**config.mk**
```make
export PLATFORM = sky130hd
export DESIGN_NAME = uart_tx
export DESIGN_NICKNAME = d
export VERILOG_FILES = /design/src/rtl/uart_tx.sv
export SDC_FILE = /design/constraint.sdc
export NUM_CORES = 1
export LEC_CHECK = 0
export CORE_MARGIN = 2
export CORE_UTILIZATION = 50
export DETAILED_ROUTE_END_ITERATION = 16
export GPL_ROUTABILITY_DRIVEN = 0
export PLACE_DENSITY_LB_ADDON = 0.1
export SYNTH_ARGS = -nofsm -noshare
export SYNTH_HDL_FRONTEND = slang
export SYNTH_SLANG_ARGS = --single-unit
```
**constraint.sdc**
```tcl
create_clock -name clk -period 6.11 [get_ports clk]
set_input_delay 0.611 -clock clk [delete_from_list [all_inputs] [get_ports clk]]
set_output_delay 0.611 -clock clk [all_outputs]
set_load 0.005 [all_outputs]
```
**src/rtl/uart_tx.sv**
```systemverilog
`default_nettype none
// ============================================================================
// Module   : uart_tx
// Brief    : 8N1/8N2 UART transmitter with a small write FIFO, paced by the
//            shared 8x-oversample baud tick. Back-to-back frames, no idle gap.
// Revision : 1.0 - initial release
// ============================================================================
module uart_tx #(
    parameter int FIFO_DEPTH = 4,
    parameter int STOP_BITS  = 1
) (
    input  logic       clk,
    input  logic       reset,
    input  logic       baudtick8,
    input  logic [7:0] tx_data,
    input  logic       tx_write,
    output logic       tx_full,
    output logic       tx_empty,
    output logic       tx_busy,
    output logic       tx_done,
    output logic       tx
);

    localparam int                 c_ptr_w     = $clog2(FIFO_DEPTH);
    localparam int                 c_cnt_w     = c_ptr_w + 1;
    localparam logic [c_cnt_w-1:0] c_depth     = c_cnt_w'(FIFO_DEPTH);
    localparam logic [c_cnt_w-1:0] c_cnt_one   = c_cnt_w'(1);
    localparam logic [c_ptr_w-1:0] c_ptr_one   = c_ptr_w'(1);
    localparam logic [2:0]         c_stop_last = 3'(STOP_BITS - 1);

    typedef enum logic [1:0] {
        S_IDLE  = 2'd0,
        S_START = 2'd1,
        S_DATA  = 2'd2,
        S_STOP  = 2'd3
    } state_t;

    state_t             r_state;
    state_t             w_state_next;
    logic [7:0]         r_mem [FIFO_DEPTH];
    logic [c_ptr_w-1:0] r_wr_ptr;
    logic [c_ptr_w-1:0] r_rd_ptr;
    logic [c_cnt_w-1:0] r_count;
    logic [c_cnt_w-1:0] w_count_next;
    logic               r_full;
    logic               r_empty;
    logic [2:0]         r_bit_timer;
    logic [2:0]         r_bit_idx;
    logic [2:0]         w_bit_idx_next;
    logic [7:0]         r_shift;
    logic [7:0]         w_shift_next;
    logic               r_tx;
    logic               w_tx_next;
    logic               w_write;
    logic               w_pop;
    logic               w_done;
    logic               w_bit_end;

    // ------------------------------------------------------------------
    // Write FIFO: status flags are registered from the post-update count
    // ------------------------------------------------------------------
    assign w_write = tx_write && !r_full;

    always_comb begin
        w_count_next = r_count;
        case ({w_write, w_pop})
            2'b10:   w_count_next = r_count + c_cnt_one;
            2'b01:   w_count_next = r_count - c_cnt_one;
            default: w_count_next = r_count;
        endcase
    end

    always_ff @(posedge clk or negedge reset) begin
        if (!reset) begin
            r_wr_ptr <= '0;
            r_rd_ptr <= '0;
            r_count  <= '0;
            r_full   <= 1'b0;
            r_empty  <= 1'b1;
        end else begin
            if (w_write) begin
                r_wr_ptr <= r_wr_ptr + c_ptr_one;
            end
            if (w_pop) begin
                r_rd_ptr <= r_rd_ptr + c_ptr_one;
            end
            r_count <= w_count_next;
            r_full  <= (w_count_next == c_depth);
            r_empty <= (w_count_next == '0);
        end
    end

    always_ff @(posedge clk) begin
        if (w_write) begin
            r_mem[r_wr_ptr] <= tx_data;
        end
    end

    // ------------------------------------------------------------------
    // Bit timer: 8 baud ticks per bit, re-phased on every pop
    // ------------------------------------------------------------------
    assign w_bit_end = baudtick8 && (r_bit_timer == 3'd7);

    always_ff @(posedge clk or negedge reset) begin
        if (!reset) begin
            r_bit_timer <= '0;
        end else if (w_pop) begin
            r_bit_timer <= '0;
        end else if (baudtick8 && (r_state != S_IDLE)) begin
            r_bit_timer <= r_bit_timer + 3'd1;
        end
    end

    // ------------------------------------------------------------------
    // Frame sequencer
    // ------------------------------------------------------------------
    always_comb begin
        w_state_next   = r_state;
        w_bit_idx_next = r_bit_idx;
        w_shift_next   = r_shift;
        w_tx_next      = r_tx;
        w_pop          = 1'b0;
        w_done         = 1'b0;
        case (r_state)
            S_IDLE: begin
                w_tx_next = 1'b1;
                if (!r_empty) begin
                    w_pop        = 1'b1;
                    w_shift_next = r_mem[r_rd_ptr];
                    w_tx_next    = 1'b0;
                    w_state_next = S_START;
                end
            end
            S_START: begin
                if (w_bit_end) begin
                    w_tx_next      = r_shift[0];
                    w_bit_idx_next = '0;
                    w_state_next   = S_DATA;
                end
            end
            S_DATA: begin
                if (w_bit_end) begin
                    w_shift_next = {1'b0, r_shift[7:1]};
                    if (r_bit_idx == 3'd7) begin
                        w_tx_next      = 1'b1;
                        w_bit_idx_next = '0;
                        w_state_next   = S_STOP;
                    end else begin
                        w_tx_next      = r_shift[1];
                        w_bit_idx_next = r_bit_idx + 3'd1;
                    end
                end
            end
            S_STOP: begin
                if (w_bit_end) begin
                    if (r_bit_idx == c_stop_last) begin
                        w_done         = 1'b1;
                        w_bit_idx_next = '0;
                        // Chain straight into the next start bit when data is waiting
                        if (!r_empty) begin
                            w_pop        = 1'b1;
                            w_shift_next = r_mem[r_rd_ptr];
                            w_tx_next    = 1'b0;
                            w_state_next = S_START;
                        end else begin
                            w_tx_next    = 1'b1;
                            w_state_next = S_IDLE;
                        end
                    end else begin
                        w_bit_idx_next = r_bit_idx + 3'd1;
                    end
                end
            end
            default: begin
                w_tx_next    = 1'b1;
                w_state_next = S_IDLE;
            end
        endcase
    end

    always_ff @(posedge clk or negedge reset) begin
        if (!reset) begin
            r_state   <= S_IDLE;
            r_bit_idx <= '0;
            r_shift   <= '0;
            r_tx      <= 1'b1;
        end else begin
            r_state   <= w_state_next;
            r_bit_idx <= w_bit_idx_next;
            r_shift   <= w_shift_next;
            r_tx      <= w_tx_next;
        end
    end

    assign tx       = r_tx;
    assign tx_busy  = (r_state != S_IDLE);
    assign tx_done  = w_done;
    assign tx_full  = r_full;
    assign tx_empty = r_empty;

endmodule
`default_nettype wire
```
# Yosys cells after proc, flatten, opt, wreduce, memory -nomap -nowiden
# Memories as Yosys holds them, arrays and structs flattened.
# Index checks and enable logic that the tools add are counted.
# word_totals
output_inout_bits	5
mem_bits_rw	32
memories	1
elab_cells	84
in_bits	12
regBits	26
# mem_list
memory	words	width	rd	rd_ports_with_merged_regs	write_ports	line	rtl
r_mem	4	8	1	0	1	40	logic [7:0] r_mem [FIFO_DEPTH];
# classes
n_reduce_logical	15
mux	38
n_eq_ne	14
n_addsub	6
# op_table
operator	n
2-to-1 mux 8 bit	4
case mux 8 bit (3 select lines)	1
2-to-1 mux 3 bit	7
2-to-1 mux 1 bit	15
2-to-1 mux 2 bit	6
!= test 2 bit, second input constant	6
AND reduction 4 bit	3
adder 3 x 1 -> 3 bit, second input constant	3
equality test 3 bit, second input constant	3
case mux 3 bit (3 select lines)	1
case mux 2 bit (4 select lines)	1
equality test 2 bit, second input constant	3
logical NOT 3 bit	2
case mux 3 bit (2 select lines)	1
AND reduction 6 bit	1
nonzero test 3 bit	2
adder 2 x 1 -> 2 bit, second input constant	2
equality test 2 x 1 -> 1 bit, second input constant	2
case mux 1 bit (4 select lines)	1
nonzero test 2 bit	2
logical AND 1 bit	3
subtractor 3 x 1 -> 3 bit, second input constant	1
logical NOT 2 bit	1
case mux 1 bit (2 select lines)	1
logical NOT 1 bit	1

# Depth between registers and ports, before layout
# Gate-level depths: netlist of the first run.
# depth
depth_word	7
mapped_depth	11
depth_no_buf	11

# Worst setup path after synthesis of the first run
# Ideal clock, no wire load.
# synth_timing
path_kind	reg-to-reg
from	register r_bit_timer[0]
to	register r_full, in the netlist tx_full
synth_period_minus_slack_ps	2440
t_required_ps	6044
path_stages_with_launch	12
t_arrival_ps	2374
path_buffers	0
path_slack_ps	3670
setup_time_ps	66
path_cell_list	dfrtp_1 -> ha_1 -> ha_1 -> and2_1 -> a31oi_1 -> nor3_2 -> ha_1 -> fa_1 -> xnor2_1 -> nor2_1 -> xor2_1 -> and2_1
# synth_between
elab_chain_cells	7
elab_cells_between_ends	8
classes_between	4 x eq/ne; 3 x mux; 1 x reduce/logical
# synth_lines
element	line	rtl
start: declaration	47	logic [2:0] r_bit_timer;
start signal: assignment	110	r_bit_timer <= r_bit_timer + 3'd1;
equality test 3 bit *	102	assign w_bit_end = baudtick8 && (r_bit_timer == 3'd7);
logical AND 1 bit *	102	
2-to-1 mux 1 bit *	155	if (w_bit_end) begin
case mux 1 bit (2 select lines) *	124	case (r_state)
equality test 2 x 1 -> 1 bit or equality test 2 bit (tied branches)	66	case ({w_write, w_pop})
case mux 3 bit (2 select lines) *	66	
via w_count_next[2]	44	logic [c_cnt_w-1:0] w_count_next;
equality test 3 bit *	88	r_full <= (w_count_next == c_depth);
end signal: assignment	88	
end: declaration	45	logic r_full;
# The timed path passes the listed nets; every way through them passes the cells marked *.
# A chain may end at the register's enable or synchronous reset.

# Worst setup path in the final report of the first run
# Same ends and word-level chain as after synthesis.

==> results.sh, run 1 <==
export IMPL_dp_cells=274
export IMPL_wl_met2_um=2420
export IMPL_drt_wl_total_um=4640
export IMPL_start_util=0.520
export IMPL_worst_hold_slack_ns=0.471
export IMPL_antenna_left=0
export IMPL_clock_skew_ns=0.00775
export IMPL_cp_slowest_stage_delay_ns=0.40
export IMPL_clk_pin_slew_worst_paths_ns=0.07
export IMPL_ys_flop_type="edfxtp_1"
export IMPL_min_period_ns=2.73
export IMPL_fillerInstances=392
export IMPL_via_per_inst=5.39
export IMPL_cts_resized_gates=0
export IMPL_setup_tns_ns=0
export IMPL_path_cells="ha_1 -> ha_1 -> and2_1 -> a31oi_1 -> nor3_2 -> ha_1 -> fa_1 -> xnor2_1 -> nor2_1 -> xor2_1 -> and2_1"
export IMPL_tightest_slew_ns=1.15
export IMPL_worstSkewPairLatency_ns=0.33
export IMPL_worstReg2RegStart="r_bit_timer[0]"
export IMPL_overflow=0
export IMPL_area_delta_synth_final_pct=16.4
export IMPL_path_common_cell="ha_1"
export IMPL_synthArstFlopShare=0.448
export IMPL_top_layer_used="met4"
export IMPL_hold_buffers=0
export IMPL_dpl_cell_area_sq_mm=0.00287
export IMPL_wl_met1_um=2010
export IMPL_cp_end_kind="register"
export IMPL_fin_area_sq_mm=0.00309
export IMPL_crit_slowest_cell="dfrtp_1"
export IMPL_finalCritPeriodShare=0.446
export IMPL_dpl_worst_slack_ns=3.05
export IMPL_yosys_top_cells_area="edfxtp_1 (36%), dfrtp_1 (23%), ha_1 (7.1%)"
export IMPL_routed_wl_met3_um=146
export IMPL_synthTopCellsByCount="edfxtp_1 (32), dfrtp_1 (24), nand2_1 (19), ha_1 (15), a21oi_1 (12)"
export IMPL_multi_input_area_sq_um=965
export IMPL_cp_startpoint="r_bit_timer[0]"
export IMPL_drt_pass1_iterations=4
export IMPL_postCtsSetupRepairBufs=0
export IMPL_die_y_um=76.9
export IMPL_via_count=1564
export IMPL_rsz0062_at_grt="no"
export IMPL_drc=0
export IMPL_cts_tree="done"
export IMPL_ys_ff_latch=58
export IMPL_drive_above_1_share=0.145
export IMPL_crit_path_max_fanout=3
export IMPL_slew_violations=0
export IMPL_place_hpwl_um=3230
export IMPL_grt_max_degree=27
export IMPL_synth_nets=223
export IMPL_synth_top_area_share=0.362
export IMPL_nNetsFinal=243
export IMPL_clock_path_buffers=2
export IMPL_layoutNonFillerInstCount=290
export IMPL_rows=26
export IMPL_cp_required_ns=6.38
export IMPL_syn_area_per_cell_sq_um=13.6
export IMPL_seq_area_frac_synth=0.608
export IMPL_finalHoldViolations=0
export IMPL_die_area_sq_mm=0.00591
export IMPL_cts_sinks=58
export IMPL_p_per_area_mw_per_mm2=544
export IMPL_min_from="r_count[2]"
export IMPL_synth_enable_flop_cells=32
export IMPL_drtIter0Drc=117
export IMPL_max_freq_mhz=367
export IMPL_cts_buffers=9
export IMPL_fin_ws_ns=3.38
export IMPL_grt_pass1_vias=1615
export IMPL_grt_usage=0.180
export IMPL_syn_inst=195
export IMPL_clockRootBuffer="clkbuf_8"
export IMPL_die_w_um=76.9
export IMPL_synth_distinct_cells=36
export IMPL_final_setup_viol_count=0
export IMPL_wl_per_cell_um=16.0
export IMPL_core_area_sq_mm=0.00511
export IMPL_ios=17
export IMPL_critPathLaunchType="register"
export IMPL_critPathArrivalTime_ns=3.00
export IMPL_grt_pass1_wl_um=7990
export IMPL_antenna_found_initial=0
export IMPL_htree_levels=3
export IMPL_cap_viol_max_count=0
export IMPL_power_leakage_uw=0.00121
export IMPL_yosysMostFrequentCell="edfxtp_1"
export IMPL_ir_drop_mv=0.293
export IMPL_ys_warnings_count=0
export IMPL_slew_headroom=0.230
export IMPL_port_buffer_count=16
export IMPL_crit_type="reg -> reg"
export IMPL_worst_hold_path_type="reg -> reg"
export IMPL_final_seq_area_sq_mm=0.00161
export IMPL_synth_area_sq_mm=0.00266
export IMPL_antennaDiodeCount=0
export IMPL_status="finished clean"
export IMPL_yosys_area_top_type="edfxtp_1"
## per-stage QoR
step / total power, uW / util
global route: 1820 / 0.606
detailed placement: 1300 / 0.561
CTS: 1700 / 0.606
global placement: 1250 / 0.561
floorplan: 1140 / -
finish: 1680 / 0.606
## area by class of cell
| class | count | area share |
|---|---|---|
| clock buffer | 9 | 0.0400 |
| clock inverter | 7 | 0.0328 |
| inverter | 11 | 0.0133 |
| multi-input combinational | 119 | 0.312 |
| sequential | 58 | 0.522 |
| tap | 70 | 0.0283 |
| timing repair buffer | 16 | 0.0518 |
## state kept, by name, indices dropped and copies added, names as in the netlist, 2 cells and up
signal,count
r_mem,32
r_shift,8
r_bit_idx,3
r_bit_timer,3
r_count,3
r_rd_ptr,2
r_state,2
r_wr_ptr,2
## cell families (layout without fill, tap and decap cells)
group                      Yosys count  in the layout  synth area share
adders and majority gates           16             16            0.0782
buffers and inverters               18             43            0.0292
xor gates and xnor gates             7              7            0.0231
DFF                                 58             58             0.608
muxes                               12             12            0.0848
AOI/OAI and AO/OA                   38             38            0.0933
and+or+nand+nor                     46             46            0.0838
## final timing paths
| check | end | slack [ns] | cells after the start |
|---|---|---|---|
| worst min-delay path | r_count[2] | 0.47 | 1 |
| max in group asynchronous | r_bit_idx[2] | 4.52 | 1 |
| worst min register to register | r_count[2] | 0.47 | 1 |
| min in group asynchronous | r_state[0] | 0.89 | 1 |
| worst max register to register | tx_full | 3.38 | 11 |
| worst max-delay path | tx_full | 3.38 | 11 |
## metal layers
layer / vias up / GRT usage
met4: 0 / 0.0764
met2: 24 / 0.289
met5: - / 0
li1: 749 / -
met1: 785 / 0.232
met3: 6 / 0.0471
## cell usage in the layout, fill, tap and decap left out, types with 4 or more instances in the layout
cell type / count
nor2_1: 8
mux4_2: 8
ha_1: 15
a31oi_1: 9
xor2_1: 4
inv_1: 10
clkbuf_8: 9
nand2_1: 19
dfrtp_1: 24
a21oi_1: 12
o21ai_0: 6
edfxtp_1: 32
clkdlybuf4s50_1: 16
and2_1: 8
## power by group
| part | total [uW] | internal [uW] | leakage, uW | switching [uW] |
|---|---|---|---|---|
| registers | 651 | 552 | 0.000598 | 99.2 |
| clock network | 396 | 233 | 0.000106 | 163 |
| logic | 634 | 291 | 0.000508 | 343 |
| total | 1680 | 1080 | 0.00121 | 605 |
## worst max-delay path: cells and delay by family (launching register included)
family                     cells  cell delay, ns
AOI/OAI and AO/OA              1            0.26
xor gates and xnor gates       2            0.39
adders and majority gates      4            1.03
DFF                            1            0.40
and+or+nand+nor                4            0.59
No activity file was read; power rests on OpenSTA's default activity.
==> run 2: changes to the inputs <==
- clock period: 6.11 -> 2.63 ns (I/O delays scaled with it)
==> run 2 against run 1 <==
Net effect: count of clock-buffer cells in the layout did not move; first-iteration DRC count shrank 5.1%; clock skew hardly changed; flip-flop and latch count stayed put; non-clock buffer count is 11 higher; power grew 140%; largest cell class unchanged.
==> results.sh, run 2 (synthesis results as in run 1) <==
export IMPL_status="finished clean"
export IMPL_grt_max_degree=27
export IMPL_grt_busiest_layer="met2"
export IMPL_overflow=0
export IMPL_grt_util_met1=0.213
export IMPL_die_y_um=76.9
export IMPL_hold_buffers=0
export IMPL_top_register="r_mem"
export IMPL_drt_pass1_iterations=4
export IMPL_antenna_found_initial=0
export IMPL_fillerInstances=409
export IMPL_dpl_worst_slack_ns=-0.0868
export IMPL_max_freq_mhz=405
export IMPL_core_area_sq_mm=0.00511
export IMPL_rows=26
export IMPL_antenna_left=0
export IMPL_nNetsFinal=254
export IMPL_cp_top_family="adder cells"
export IMPL_min_period_ns=2.47
export IMPL_via_count=1576
export IMPL_rsz0062_at_grt="yes"
export IMPL_htree_levels=3
export IMPL_power_leakage_uw=0.00127
export IMPL_largest_reg_flops=32
export IMPL_die_w_um=76.9
export IMPL_power_uw=4070
export IMPL_port_buffer_count=16
export IMPL_path_common_cell="ha_2"
export IMPL_slew_headroom=0.599
export IMPL_clk_pin_slew_worst_paths_ns=0.07
export IMPL_finalCritPeriodShare=0.940
export IMPL_crit_type="reg -> reg"
export IMPL_cp_end_kind="register"
export IMPL_ios=17
export IMPL_drt_wl_total_um=4640
export IMPL_drive_above_1_share=0.212
export IMPL_area_delta_synth_final_pct=20.6
export IMPL_cts_tree="done"
export IMPL_path_buf_inv=0
export IMPL_antennaDiodeCount=0
export IMPL_p_per_area_mw_per_mm2=1270
export IMPL_drtIter0Drc=111
export IMPL_clock_path_buffers=2
export IMPL_grt_usage=0.175
export IMPL_critPathLaunchType="register"
export IMPL_fin_ws_ns=0.159
export IMPL_ir_drop_mv=0.720
export IMPL_tightest_slew_ns=0.602
export IMPL_cp_required_ns=2.89
export IMPL_fin_util=0.627
export IMPL_drc=0
export IMPL_path_cells="ha_1 -> ha_2 -> and2_4 -> a31oi_4 -> nor3_2 -> ha_2 -> fa_2 -> xnor2_1 -> nor2_1 -> xor2_1 -> and2_1"
export IMPL_crit_path_max_fanout=3
export IMPL_die_area_sq_mm=0.00591
export IMPL_cp_slowest_stage_delay_ns=0.41
export IMPL_cts_buffers=9
export IMPL_gr_usage_met3=0.0459
export IMPL_mostFrequentLayoutCell="edfxtp_1"
export IMPL_top_regs="r_mem (32), r_shift (8)"
export IMPL_final_cell_mix="edfxtp_1 (32), dfrtp_1 (24), nand2_1 (19), clkdlybuf4s50_1 (16), ha_1 (13)"
export IMPL_grt_pass1_wl_um=7830
export IMPL_slew_violations=0
export IMPL_grt_use_met2=0.298
export IMPL_multi_input_area_sq_um=992
export IMPL_finalHoldViolations=0
export IMPL_clockRootBuffer="clkbuf_8"
export IMPL_place_hpwl_um=3260
export IMPL_start_util=0.520
export IMPL_final_setup_viol_count=0
export IMPL_worst_hold_path_type="in -> async"
export IMPL_crit_slowest_cell="dfrtp_1"
export IMPL_final_seq_area_sq_mm=0.00161
export IMPL_via_per_inst=5.24
export IMPL_clock_skew_ns=0.00757
export IMPL_cts_sinks=58
export IMPL_critPathArrivalTime_ns=2.74
export IMPL_grt_pass1_vias=1636
export IMPL_worstSkewPairLatency_ns=0.33
export IMPL_wl_per_cell_um=15.4
export IMPL_cap_viol_max_count=0
[run 2: timing repair]
action                     CTS  global route
pin swaps                    2             4
setup endpoints to repair    3             3
resized for setup            2             5
buffers inserted             2             2
[run 2: cell type report]
type | instances | share of cell area
sequential | 58 | 0.504
multi-input combinational | 119 | 0.310
timing repair buffer | 27 | 0.0758
clock buffer | 9 | 0.0387
clock inverter | 7 | 0.0320
tap | 70 | 0.0273
inverter | 11 | 0.0129
[run 2: final timing paths]
check	from	to	slack [ns]	cells past startpoint
min in group clk	r_bit_idx[1]	r_bit_idx[1]	0.54	1
min reg2reg	r_bit_idx[1]	r_bit_idx[1]	0.54	1
max reg2reg	r_bit_timer[1]	tx_full	0.16	11
min	reset	r_state[1]	0.30	2
max in group asynchronous	reset	tx_empty	2.02	2
max	r_bit_timer[1]	tx_full	0.16	11
[run 2: power breakdown]
part           leakage (uW)  switching [uW]  internal, uW  total (uW)
clock              0.000110             383           541         924
combinational      0.000560             836           796        1630
sequential         0.000598             231          1280        1510
[run 2: layer usage]
layer / share of wire / up-vias
met2: 0.52 / 19
met1: 0.44 / 781
li1: - / 769
met3: 0.028 / 7
met5: 0 / -
met4: 0.012 / 0
[run 2: through the flow]
step | cell area (sq um) | hold slack [ns] | TNS [ns] | cells
6_report | 3200 | 0.302 | 0 | 301
5_1_grt | 3200 | 0.338 | -0.0117 | 301
4_1_cts | 3170 | 0.309 | 0 | 299
3_5_place_dp | 2920 | 0.491 | -0.116 | 281
3_3_place_gp | 2920 | 0.462 | 0 | 281
2_1_floorplan | 2660 | -0.0326 | 0 | 195
